===== src/rtl/alu_uart_sequencer_pkg.sv =====
// Shared types and constants for the ALU/UART frame controller.
// Holds the FSM state encoding and the opcode set understood by the ALU.
package alu_uart_sequencer_pkg;

  typedef enum logic [2:0] {
    ST_WAIT_A  = 3'd0,
    ST_WAIT_B  = 3'd1,
    ST_WAIT_OP = 3'd2,
    ST_EXEC    = 3'd3,
    ST_SEND    = 3'd4,
    ST_WAIT_TX = 3'd5
  } state_e;

  localparam logic [5:0] OP_ADD = 6'b100000;
  localparam logic [5:0] OP_SUB = 6'b100010;
  localparam logic [5:0] OP_AND = 6'b100100;
  localparam logic [5:0] OP_OR  = 6'b100101;
  localparam logic [5:0] OP_XOR = 6'b100110;
  localparam logic [5:0] OP_NOR = 6'b100111;
  localparam logic [5:0] OP_SRA = 6'b000011;
  localparam logic [5:0] OP_SRL = 6'b000010;

endpackage


===== src/rtl/alu_uart_sequencer_frame_timer.sv =====
// Inter-byte watchdog: counts enabled cycles and flags the last allowed one.
// A zero TIMEOUT_CYCLES keeps the counter at zero and never expires.
module frame_timer #(
  parameter int TIMEOUT_CYCLES = 50000,
  parameter int NB_TIMER       = 16
) (
  input  logic i_clk,
  input  logic i_reset,
  input  logic i_clear,
  input  logic i_enable,
  output logic o_expired
);

  localparam logic                LP_ENABLED = (TIMEOUT_CYCLES > 0);
  localparam logic [NB_TIMER-1:0] LP_LAST    =
    (TIMEOUT_CYCLES > 0) ? NB_TIMER'(TIMEOUT_CYCLES - 1) : {NB_TIMER{1'b0}};

  logic [NB_TIMER-1:0] r_count;

  // Cycle counter, held at zero whenever the frame is not in progress.
  always_ff @(posedge i_clk or negedge i_reset) begin
    if (!i_reset) begin
      r_count <= {NB_TIMER{1'b0}};
    end else if (i_clear || !i_enable || !LP_ENABLED) begin
      r_count <= {NB_TIMER{1'b0}};
    end else begin
      r_count <= r_count + NB_TIMER'(1);
    end
  end

  assign o_expired = LP_ENABLED && i_enable && (r_count == LP_LAST);

endmodule


===== src/rtl/alu_uart_sequencer.sv =====
// Frame controller: gathers A, B and opcode bytes from the UART receiver,
// strobes the ALU, and hands the captured result to the UART transmitter.
module alu_uart_sequencer
  import alu_uart_sequencer_pkg::*;
#(
  parameter int NB_DATA        = 8,
  parameter int NB_OPERADOR    = 6,
  parameter int TIMEOUT_CYCLES = 50000,
  parameter int NB_TIMER       = 16
) (
  input  logic                   i_clk,
  input  logic                   i_reset,
  input  logic                   i_rx_done,
  input  logic [NB_DATA-1:0]     i_rx_data,
  input  logic [NB_DATA-1:0]     i_resultado,
  input  logic                   i_tx_done,
  output logic [NB_DATA-1:0]     o_dato_a,
  output logic [NB_DATA-1:0]     o_dato_b,
  output logic [NB_OPERADOR-1:0] o_operador,
  output logic                   o_alu_valid,
  output logic                   o_tx_start,
  output logic [NB_DATA-1:0]     o_tx_data,
  output logic                   o_overrun,
  output logic                   o_timeout
);

  state_e                 r_state;
  logic [NB_DATA-1:0]     r_dato_a;
  logic [NB_DATA-1:0]     r_dato_b;
  logic [NB_OPERADOR-1:0] r_operador;
  logic                   r_alu_valid;
  logic                   r_tx_start;
  logic [NB_DATA-1:0]     r_tx_data;
  logic                   r_overrun;
  logic                   r_timeout;

  logic w_in_frame;
  logic w_busy;
  logic w_expired;

  assign w_in_frame = (r_state == ST_WAIT_B) || (r_state == ST_WAIT_OP);
  assign w_busy     = (r_state == ST_EXEC) || (r_state == ST_SEND) ||
                      (r_state == ST_WAIT_TX);

  // Any received byte restarts the inter-byte window.
  frame_timer #(
    .TIMEOUT_CYCLES(TIMEOUT_CYCLES),
    .NB_TIMER      (NB_TIMER)
  ) u_frame_timer (
    .i_clk    (i_clk),
    .i_reset  (i_reset),
    .i_clear  (i_rx_done),
    .i_enable (w_in_frame),
    .o_expired(w_expired)
  );

  // Frame FSM with registered ALU/transmitter handshakes and status flags.
  always_ff @(posedge i_clk or negedge i_reset) begin
    if (!i_reset) begin
      r_state     <= ST_WAIT_A;
      r_dato_a    <= {NB_DATA{1'b0}};
      r_dato_b    <= {NB_DATA{1'b0}};
      r_operador  <= {NB_OPERADOR{1'b0}};
      r_alu_valid <= 1'b0;
      r_tx_start  <= 1'b0;
      r_tx_data   <= {NB_DATA{1'b0}};
      r_overrun   <= 1'b0;
      r_timeout   <= 1'b0;
    end else begin
      r_alu_valid <= 1'b0;
      r_tx_start  <= 1'b0;
      r_timeout   <= 1'b0;
      if (i_rx_done && w_busy) begin
        r_overrun <= 1'b1;
      end
      case (r_state)
        ST_WAIT_A: begin
          if (i_rx_done) begin
            r_dato_a <= i_rx_data;
            r_state  <= ST_WAIT_B;
          end
        end
        ST_WAIT_B: begin
          if (i_rx_done) begin
            r_dato_b <= i_rx_data;
            r_state  <= ST_WAIT_OP;
          end else if (w_expired) begin
            r_timeout <= 1'b1;
            r_state   <= ST_WAIT_A;
          end
        end
        ST_WAIT_OP: begin
          if (i_rx_done) begin
            r_operador  <= i_rx_data[NB_OPERADOR-1:0];
            r_alu_valid <= 1'b1;
            r_state     <= ST_EXEC;
          end else if (w_expired) begin
            r_timeout <= 1'b1;
            r_state   <= ST_WAIT_A;
          end
        end
        ST_EXEC: begin
          r_tx_data  <= i_resultado;
          r_tx_start <= 1'b1;
          r_state    <= ST_SEND;
        end
        ST_SEND: begin
          r_state <= ST_WAIT_TX;
        end
        ST_WAIT_TX: begin
          if (i_tx_done) begin
            r_state <= ST_WAIT_A;
          end
        end
        default: begin
          r_state <= ST_WAIT_A;
        end
      endcase
    end
  end

  assign o_dato_a    = r_dato_a;
  assign o_dato_b    = r_dato_b;
  assign o_operador  = r_operador;
  assign o_alu_valid = r_alu_valid;
  assign o_tx_start  = r_tx_start;
  assign o_tx_data   = r_tx_data;
  assign o_overrun   = r_overrun;
  assign o_timeout   = r_timeout;

endmodule


===== config.mk =====
export PLATFORM = sky130hd
export DESIGN_NAME = alu_uart_sequencer
export DESIGN_NICKNAME = d
export VERILOG_FILES = /design/src/rtl/alu_uart_sequencer_pkg.sv /design/src/rtl/alu_uart_sequencer_frame_timer.sv /design/src/rtl/alu_uart_sequencer.sv
export SDC_FILE = /design/constraint.sdc
export NUM_CORES = 1
export LEC_CHECK = 0
export BUFFER_PORTS_ARGS = -buffer_cell sky130_fd_sc_hd__buf_2
export CAP_MARGIN = 20
export CORE_ASPECT_RATIO = 0.75
export CORE_MARGIN = 3
export CORE_UTILIZATION = 53
export CTS_CLUSTER_DIAMETER = 50
export DETAILED_ROUTE_END_ITERATION = 10
export PLACE_DENSITY = 0.83
export SYNTH_ARGS = -nofsm -noshare
export SYNTH_HDL_FRONTEND = slang
export SYNTH_SLANG_ARGS = --single-unit
export TNS_END_PERCENT = 30

===== constraint.sdc =====
create_clock -name i_clk -period 1.9 [get_ports i_clk]
set_input_delay 0.095 -clock i_clk [delete_from_list [all_inputs] [get_ports i_clk]]
set_output_delay 0.095 -clock i_clk [all_outputs]
set_load 0.005 [all_outputs]

Word-level counts from Yosys, hierarchy flattened
Cells that the tools add are included.

Register bits after elaboration: 53.

$add $sub $neg: 1. Equality and inequality tests: 8. Mux-type cells: 13. Reduce and logical (&&, ||, !) cells: 13.

Operators by type and width (number): one-hot mux 3 bit (6 select lines) (1); adder 16 x 1 -> 16 bit (second input constant) (1); == test 16 bit (second input constant) (1); 2-to-1 mux 16 bit (1); 2-to-1 mux 3 bit (5); AND reduction 2 bit (4); == test 3 x 2 -> 1 bit (second input constant) (2); == test 3 bit (second input constant) (2); 2-to-1 mux 1 bit (6); logical OR 1 bit (4); inequality test 2 bit (second input constant) (2); == test 3 x 1 -> 1 bit (second input constant) (1); logical NOT 3 bit (1); logical AND 1 bit (2); OR reduction 2 bit (1); logical NOT 1 bit (1).

Logic depth before layout (Yosys ltp)
Gate-level depths: netlist of run 1.

Depth after elaboration: 6. Depth in mapped cells: 6. Depth with buffers taken out: 5.

By module
Synthesis of run 1 repeated with hierarchy kept, for this count alone.

Cell total of the unflattened synthesis: 180. Area total of the unflattened synthesis: 2292.2 µm².

By module, submodules not included: alu_uart_sequencer (instances 1, cells an instance 90, area an instance 1443.9 µm²); frame_timer (instances 1, cells an instance 90, area an instance 848.3 µm²).

Worst setup path before layout of run 1
Ideal clock, no wire load.

Kind: register to register. Start: reg r_state[0]. End: reg r_state[1]. Data arrival time: 1387 ps. Required time: 1760 ps. Path slack: 373 ps. Cell stages (with the launch flop): 7. Clock period less this slack: 1527 ps. Path through: dfrtp_1 buf_6 xnor2_1 or3_1 buf_2 nor4_4 a211oi_1.

Longest elaborated chain between the ends: 6. Elaborated cells between the ends (all ways): 15. Classes of those cells: 7 x eq/ne; 4 x mux; 4 x reduce/logical.

Ends and longest elaborated chain: start, declared (RTL line alu_uart_sequencer.sv:27) `state_e r_state;`; start signal, assigned (RTL line alu_uart_sequencer.sv:60) `r_state <= ST_WAIT_A;`; start signal, assigned (RTL line alu_uart_sequencer.sv:80) `r_state <= ST_WAIT_B;`; start signal, assigned (RTL line alu_uart_sequencer.sv:86) `r_state <= ST_WAIT_OP;`; == test 3 x 1 -> 1 bit / == test 3 x 2 -> 1 bit (equally long branches) (RTL line alu_uart_sequencer.sv:41, alu_uart_sequencer.sv:76); logical OR 1 bit (RTL line alu_uart_sequencer.sv:41) `assign w_in_frame = (r_state == ST_WAIT_B) || (r_state == ST_WAIT_OP);`; logical AND 1 bit (RTL line alu_uart_sequencer_frame_timer.sv:31) `assign o_expired = LP_ENABLED && i_enable && (r_count == LP_LAST);`; 2-to-1 mux 3 bit; 2-to-1 mux 3 bit, on equally long branches; one-hot mux 3 bit (6 select lines) (RTL line alu_uart_sequencer.sv:76) `case (r_state)`.

Parallel ways exist; a longest one is shown, timed or not. A chain may end at the register's enable or synchronous reset.

Worst setup path after layout of run 1
Start: reg r_state[1]. End: reg r_state[1].

Same word-level chain as after synthesis.

==> results of run 1 <==
-- metal layers --
layer	GRT usage	wire length, um
met1	0.260	1950
met3	0.0533	336
met4	0.0633	64
met2	0.259	1930
met5	0	0
-- power by group through the flow --
| stage | logic (mW) | clock network [mW] | registers [mW] |
|---|---|---|---|
| floorplan | 0.810 | 0 | 1.74 |
| global placement | 1.23 | 0 | 1.77 |
| detailed placement | 1.28 | 0 | 1.80 |
| CTS | 1.28 | 0.804 | 1.78 |
| global route | 1.38 | 0.831 | 1.84 |
| finish | 1.25 | 0.777 | 1.78 |
-- cells by family after synthesis --
logic type               synth area share
buffers and inverters              0.0287
XOR/XNOR                           0.0541
flip-flops                          0.585
AO/OA/AOI/OAI                      0.0160
multiplexers                        0.154
adder cells (fa/ha/maj)           0.00552
AND/OR/NAND/NOR                     0.157
-- what timing repair did --
item,CTS,global route
setup buffers,0,0
hold endpoints to repair,24,0
hold buffers,1,0
-- Yosys cell counts, types with 2 or more instances --
cell type  instances
dfrtp_1           53
nand3_1            9
nor4_1             3
clkbuf_1           3
nor4bb_1           2
buf_6              2
nand4_1            4
buf_2              4
nand2b_1           3
nor3_1             4
xor2_1             5
nor4b_1            2
mux2_2            30
inv_1              3
nor2_1            18
xnor2_1            9
nand2_1            9
-- state kept, by name, summed over array words and instances (netlist names), 3 cells and up --
register	cells
o_dato_b	8
o_dato_a	8
o_operador	6
r_state	3
o_tx_data	8
u_frame_timer.r_count	16
-- layout make-up --
type / instances / area (sq um)
Sequential cell: 53 / 1330
Fill cell: 294 / 1160
Multi-Input combinational cell: 113 / 875
Timing Repair Buffer: 60 / 320
Clock buffer: 7 / 86.3
Tap cell: 52 / 65.1
Clock inverter: 1 / 30.0
Inverter: 3 / 11.3
-- final timing paths --
| kind | slack [ns] | from | to | depth (start not counted) |
|---|---|---|---|---|
| setup / recovery | 0.31 | r_state[1] | r_state[1] | 4 |
| hold / removal | 0.02 | i_resultado[4] | o_tx_data[4] | 2 |
| setup reg to reg | 0.31 | r_state[1] | r_state[1] | 4 |
| hold reg to reg | 0.48 | o_overrun | o_overrun | 1 |
| max in group asynchronous | 0.96 | i_reset | r_state[1] | 3 |
| min in group asynchronous | 0.31 | i_reset | o_dato_a[7] | 2 |
-- through the flow --
step	hold slack (ns)	total power, mW
floorplan	-0.201	2.55
global placement	0.119	3.01
detailed placement	0.125	3.07
CTS	0.00224	3.86
global route	0.0166	4.05
finish	0.0166	3.80
==> impl_metrics.env, run 1 <==
export IMPL_setup_tns_final_ns=0
export IMPL_status="completed"
export IMPL_start_util=0.585
export IMPL_crit_fanout=10
export IMPL_fmax_mhz=629
export IMPL_track_usage=0.181
export IMPL_syn2layout_area_growth_pct=19.8
export IMPL_gp_congestion=0.788
export IMPL_setup_viol=0
export IMPL_p_leak_nw=1.24
export IMPL_final_cells=289
export IMPL_via_count=1555
export IMPL_final_cell_mix="buf_2, dfrtp_1, mux2_2"
export IMPL_p_comb_frac=0.328
export IMPL_diodes=0
export IMPL_seq_power_share=0.467
export IMPL_synth_cell_types=32
export IMPL_ctsResizeCount=0
export IMPL_dpl_worst_slack_ns=0.317
export IMPL_p_per_area_nw_per_um2=1400
export IMPL_p_sw_mw=1.14
export IMPL_tightest_slew_ns=0.561
export IMPL_intPower_mw=2.67
export IMPL_slowest_delay_ns=0.51
export IMPL_grt_max_degree=27
export IMPL_port_buffers=53
export IMPL_drv_slew=0
export IMPL_drc=0
export IMPL_swShare=0.299
export IMPL_wl_mm=4.27
export IMPL_synth_seq_cells=53
export IMPL_synth_ff_type="dfrtp_1"
export IMPL_cp_arrival_ns=1.77
export IMPL_hp_class="input pin to register"
export IMPL_dieArea_sq_um=5100
export IMPL_post_dp_cell_area_sq_um=2590
export IMPL_synth_edf_count=0
export IMPL_synth_area_top_cells="dfrtp_1, mux2_2, xnor2_1"
export IMPL_synthArstFlopShare=1.00
export IMPL_cts_tree="done"
export IMPL_synth_top_area_frac=0.585
export IMPL_avgSynthCellArea_sq_um=12.7
export IMPL_cp_cell_sequence="xnor2_1 -> or3_1 -> nor4_4 -> a211oi_1"
export IMPL_num_io_pins=54
export IMPL_die_h_um=62.6
export IMPL_clock_sinks=53
export IMPL_final_core_util=0.700
export IMPL_fin_skew_ns=0.00669
export IMPL_vdd_drop_max_mv=0.911
export IMPL_setup_ws_ns=0.310
export IMPL_crit_path_top_delay_cell="dfrtp_1"
export IMPL_drt_vias_per_instance=5.38
export IMPL_max_slew_margin=0.626
export IMPL_drt_initial_drc_count=69
export IMPL_critPathKind="register to register"
export IMPL_hold_violations=0
export IMPL_layout_drive_gt1_share=0.414
export IMPL_period_needed_ns=1.59
export IMPL_h_tree_depth=2
export IMPL_cp_start_kind="register"
export IMPL_gr_total_overflow=0
export IMPL_clk_pin_slew_ns=0.09
export IMPL_synth_area_leader_cell="dfrtp_1"
export IMPL_dp_hpwl_mm=3.23
export IMPL_ant_nets=0
export IMPL_endpoint_kind="register"
export IMPL_wl_per_cell_um=14.8
export IMPL_clock_latency_ns=0.30
export IMPL_cp_required_ns=2.08
export IMPL_yosys_warnings=0
export IMPL_core_area_sq_um=3870
export IMPL_die_w_um=81.5
export IMPL_crit_family="simple AND/OR/NAND/NOR gates"
export IMPL_cp_num_buf_inv=0
export IMPL_p_clk_frac=0.204
export IMPL_final_net_count=257
export IMPL_drv_cap=0
export IMPL_rows=19
export IMPL_dr_pass1_iters=5
export IMPL_synth_cells=178
export IMPL_dp_cells=280
export IMPL_cts_inserted_buffers=5
export IMPL_antenna_found_initial=0
export IMPL_ys_seq_area_frac=0.585
export IMPL_grt_pass1_vias=1481
export IMPL_syn_num_nets=199
export IMPL_syn_area_sq_um=2270
export IMPL_root_buffer="clkbuf_8"
export IMPL_clk_path_buf_depth=2
export IMPL_grt_pass1_wl_mm=7.09
export IMPL_finalInstanceArea_sq_um=2710
export IMPL_rsz0062_at_grt="false"
export IMPL_period_share=0.837
Note: power is estimated with default switching activity, not from simulation.
==> run 2: changes to the inputs <==
Settings changed: ABC_AREA from default to 1, CORE_UTILIZATION 53 to 48, PLACE_DENSITY 0.83 to 0.79.
Clock period 1.9 ns to 1.3 ns, I/O delays scaled along.
==> run 2 against run 1 <==
Effect of this change: the flow now finishes with violations (setup timing); wire length is 31% higher; die area rose by 13%; via count up 33%; critical endpoint is now r_state[0].
==> impl_metrics.env, run 2 <==
export IMPL_tightest_slew_ns=0.389
export IMPL_ant_nets=0
export IMPL_cp_required_ns=1.49
export IMPL_syn_num_nets=296
export IMPL_ys_seq_area_frac=0.566
export IMPL_fin_skew_ns=0.00754
export IMPL_r2r_worst_path_cells=5
export IMPL_avgSynthCellArea_sq_um=8.52
export IMPL_fmax_mhz=735
export IMPL_final_core_util=0.684
export IMPL_regToRegStartpoint="r_state[0]"
export IMPL_start_util=0.512
export IMPL_violations="setup timing"
export IMPL_layout_drive_gt1_share=0.321
export IMPL_gp_congestion=0.872
export IMPL_wl_mm=5.58
export IMPL_final_cell_mix="nand2_1, buf_2, dfrtp_1"
export IMPL_die_w_um=86.7
export IMPL_final_net_count=384
export IMPL_gr_total_overflow=0
export IMPL_cp_start_kind="register"
export IMPL_p_leak_nw=1.57
export IMPL_yosys_warnings=0
export IMPL_largest_reg_flops=16
export IMPL_final_cells=421
export IMPL_period_share=1.05
export IMPL_drt_initial_drc_count=139
export IMPL_cp_arrival_ns=1.55
export IMPL_synth_seq_cells=53
export IMPL_clk_path_buf_depth=2
export IMPL_cp_cell_sequence="buf_4 -> nor2_4 -> nand3_1 -> a21boi_0 -> nand2_1"
export IMPL_port_buffers=53
export IMPL_cts_inserted_buffers=5
export IMPL_drc=0
export IMPL_cts_tree="done"
export IMPL_wl_per_cell_um=13.2
export IMPL_min_to="o_dato_a[7]"
export IMPL_p_per_area_nw_per_um2=1770
export IMPL_synth_edf_count=0
export IMPL_drt_vias_per_instance=4.93
export IMPL_dieArea_sq_um=5760
export IMPL_period_needed_ns=1.36
export IMPL_grt_pass1_wl_mm=8.79
export IMPL_rows=21
export IMPL_die_h_um=66.5
export IMPL_setup_viol=3
export IMPL_syn2layout_area_growth_pct=33.4
export IMPL_synth_cells=275
export IMPL_dr_pass1_iters=4
export IMPL_hp_class="input pin to register"
export IMPL_crit_family="flip-flops"
export IMPL_synthArstFlopShare=1.00
export IMPL_setup_ws_ns=-0.0602
export IMPL_drv_cap=0
export IMPL_rsz0062_at_grt="true"
export IMPL_dp_cells=397
export IMPL_synth_area_top_cells="dfrtp_1, nand2_1, o21ai_0"
export IMPL_synth_cell_types=27
export IMPL_crit_fanout=5
export IMPL_critPathKind="register to register"
export IMPL_hp_start="i_rx_data[7]"
export IMPL_layout_commonest_cell="nand2_1"
export IMPL_cp_num_buf_inv=1
export IMPL_num_fill_cells=364
export IMPL_via_count=2075
export IMPL_largest_register="u_frame_timer.r_count"
export IMPL_synth_area_leader_cell="dfrtp_1"
export IMPL_max_slew_margin=0.741
export IMPL_synth_most_common_cell="nand2_1"
export IMPL_synth_ff_type="dfrtp_1"
export IMPL_clock_sinks=53
export IMPL_clock_latency_ns=0.31
export IMPL_core_area_sq_um=4570
export IMPL_slowest_delay_ns=0.46
export IMPL_clk_pin_slew_ns=0.09
export IMPL_vdd_drop_max_mv=1.10
export IMPL_syn_area_sq_um=2340
export IMPL_synth_common_cells="nand2_1, dfrtp_1, nor2_1"
export IMPL_grt_pass1_vias=1946
export IMPL_r2r_end="r_state[0]"
export IMPL_status="complete, but fails checks"
export IMPL_hold_violations=0
export IMPL_diodes=0
export IMPL_crit_path_top_delay_cell="dfrtp_2"
export IMPL_track_usage=0.198
export IMPL_drv_slew=0
export IMPL_endpoint_kind="register"
export IMPL_dp_hpwl_mm=3.93
export IMPL_root_buffer="clkbuf_8"
export IMPL_r2r_slack_ns=-0.06
export IMPL_synth_top_area_frac=0.566
export IMPL_grt_max_degree=28
export IMPL_min_path_cells=3
export IMPL_antenna_found_initial=0
export IMPL_num_io_pins=54
export IMPL_h_tree_depth=2
-- run 2: cell count changes in the layout (fill, tap and decap cells not counted), moves of 8 or more --
cell / previous run / this run
inv_1: 3 / 26
nand2_1: 9 / 74
nand2_2: 0 / 8
buf_4: 6 / 21
xnor2_1: 9 / 0
o21ai_0: 0 / 24
mux2_2: 30 / 0
nor2_1: 18 / 28
dlygate4sd3_1: 1 / 9
-- run 2: cell type report --
| cell class | instances | area, sq um | share of cell area |
|---|---|---|---|
| Clock buffer | 6 | 72.6 | 0.0232 |
| Clock inverter | 2 | 38.8 | 0.0124 |
| Inverter | 30 | 118 | 0.0376 |
| Multi-Input combinational cell | 187 | 933 | 0.299 |
| Sequential cell | 53 | 1330 | 0.425 |
| Tap cell | 57 | 71.3 | 0.0228 |
| Timing Repair Buffer | 86 | 564 | 0.181 |
-- run 2: how the worst max path moves through the flow --
stage | cells past startpoint | startpoint | to
final | 5 | r_state[0] | r_state[0]
after floorplan | 8 | u_frame_timer.r_count[0] | r_state[0]
after detailed placement | 8 | r_state[2] | r_state[0]
after global routing | 5 | r_state[0] | r_state[0]
after global placement | 8 | u_frame_timer.r_count[0] | r_state[0]
after CTS | 8 | u_frame_timer.r_count[0] | r_state[0]
-- run 2: per-stage QoR --
| step | power, mW | cell area [sq um] | TNS, ns | hold WS (ns) | worst slack (ns) |
|---|---|---|---|---|---|
| global placement | 4.16 | 2790 | -0.00842 | 0.00997 | -0.00842 |
| finish | 5.55 | 3130 | -0.0680 | 0.0137 | -0.0602 |
| CTS | 5.47 | 3040 | -0.0382 | 0.0146 | -0.0208 |
| global route | 5.92 | 3130 | -0.856 | 0.0316 | -0.119 |
| detailed placement | 4.25 | 2790 | -0.314 | 0.00863 | -0.0731 |
| floorplan | 3.36 | 2340 | 0 | -0.231 | 0.00326 |
-- run 2: cell families after synthesis --
kind of cell / Yosys count / synth area share
compound gates: 37 / 0.0855
buf+inv: 35 / 0.0641
xor+xnor: 1 / 0.00374
simple gates: 148 / 0.275
flops: 53 / 0.566
fa+ha+maj: 1 / 0.00534
-- run 2: worst register-to-register path: stages (launching register included) --
cell      delay [ns]
dfrtp_2         0.46
buf_4           0.16
nor2_4          0.16
nand3_1         0.12
a21boi_0        0.26
nand2_1         0.09
-- run 2: timing repair --
action	in CTS	in global routing
pin swaps	2	3
setup endpoints to repair	19	33
buffers inserted	4	3
hold buffers	9	0
endpoints found under the hold margin	23	0
resized for setup	6	25
-- run 2: report_power, final --
part	internal, mW	leakage (nW)	switching, mW	total, mW
Clock	0.579	0.0554	0.532	1.11
Combinational	0.915	0.836	1.05	1.97
Sequential	2.16	0.683	0.305	2.47
-- run 2: metal layers --
metal | track usage | share of wire | vias up
met5 | 0 | 0 | -
met3 | 0.0396 | 0.046 | 16
met4 | 0.0798 | 0.023 | 0
li1 | - | - | 1044
met1 | 0.277 | 0.46 | 963
met2 | 0.303 | 0.47 | 52
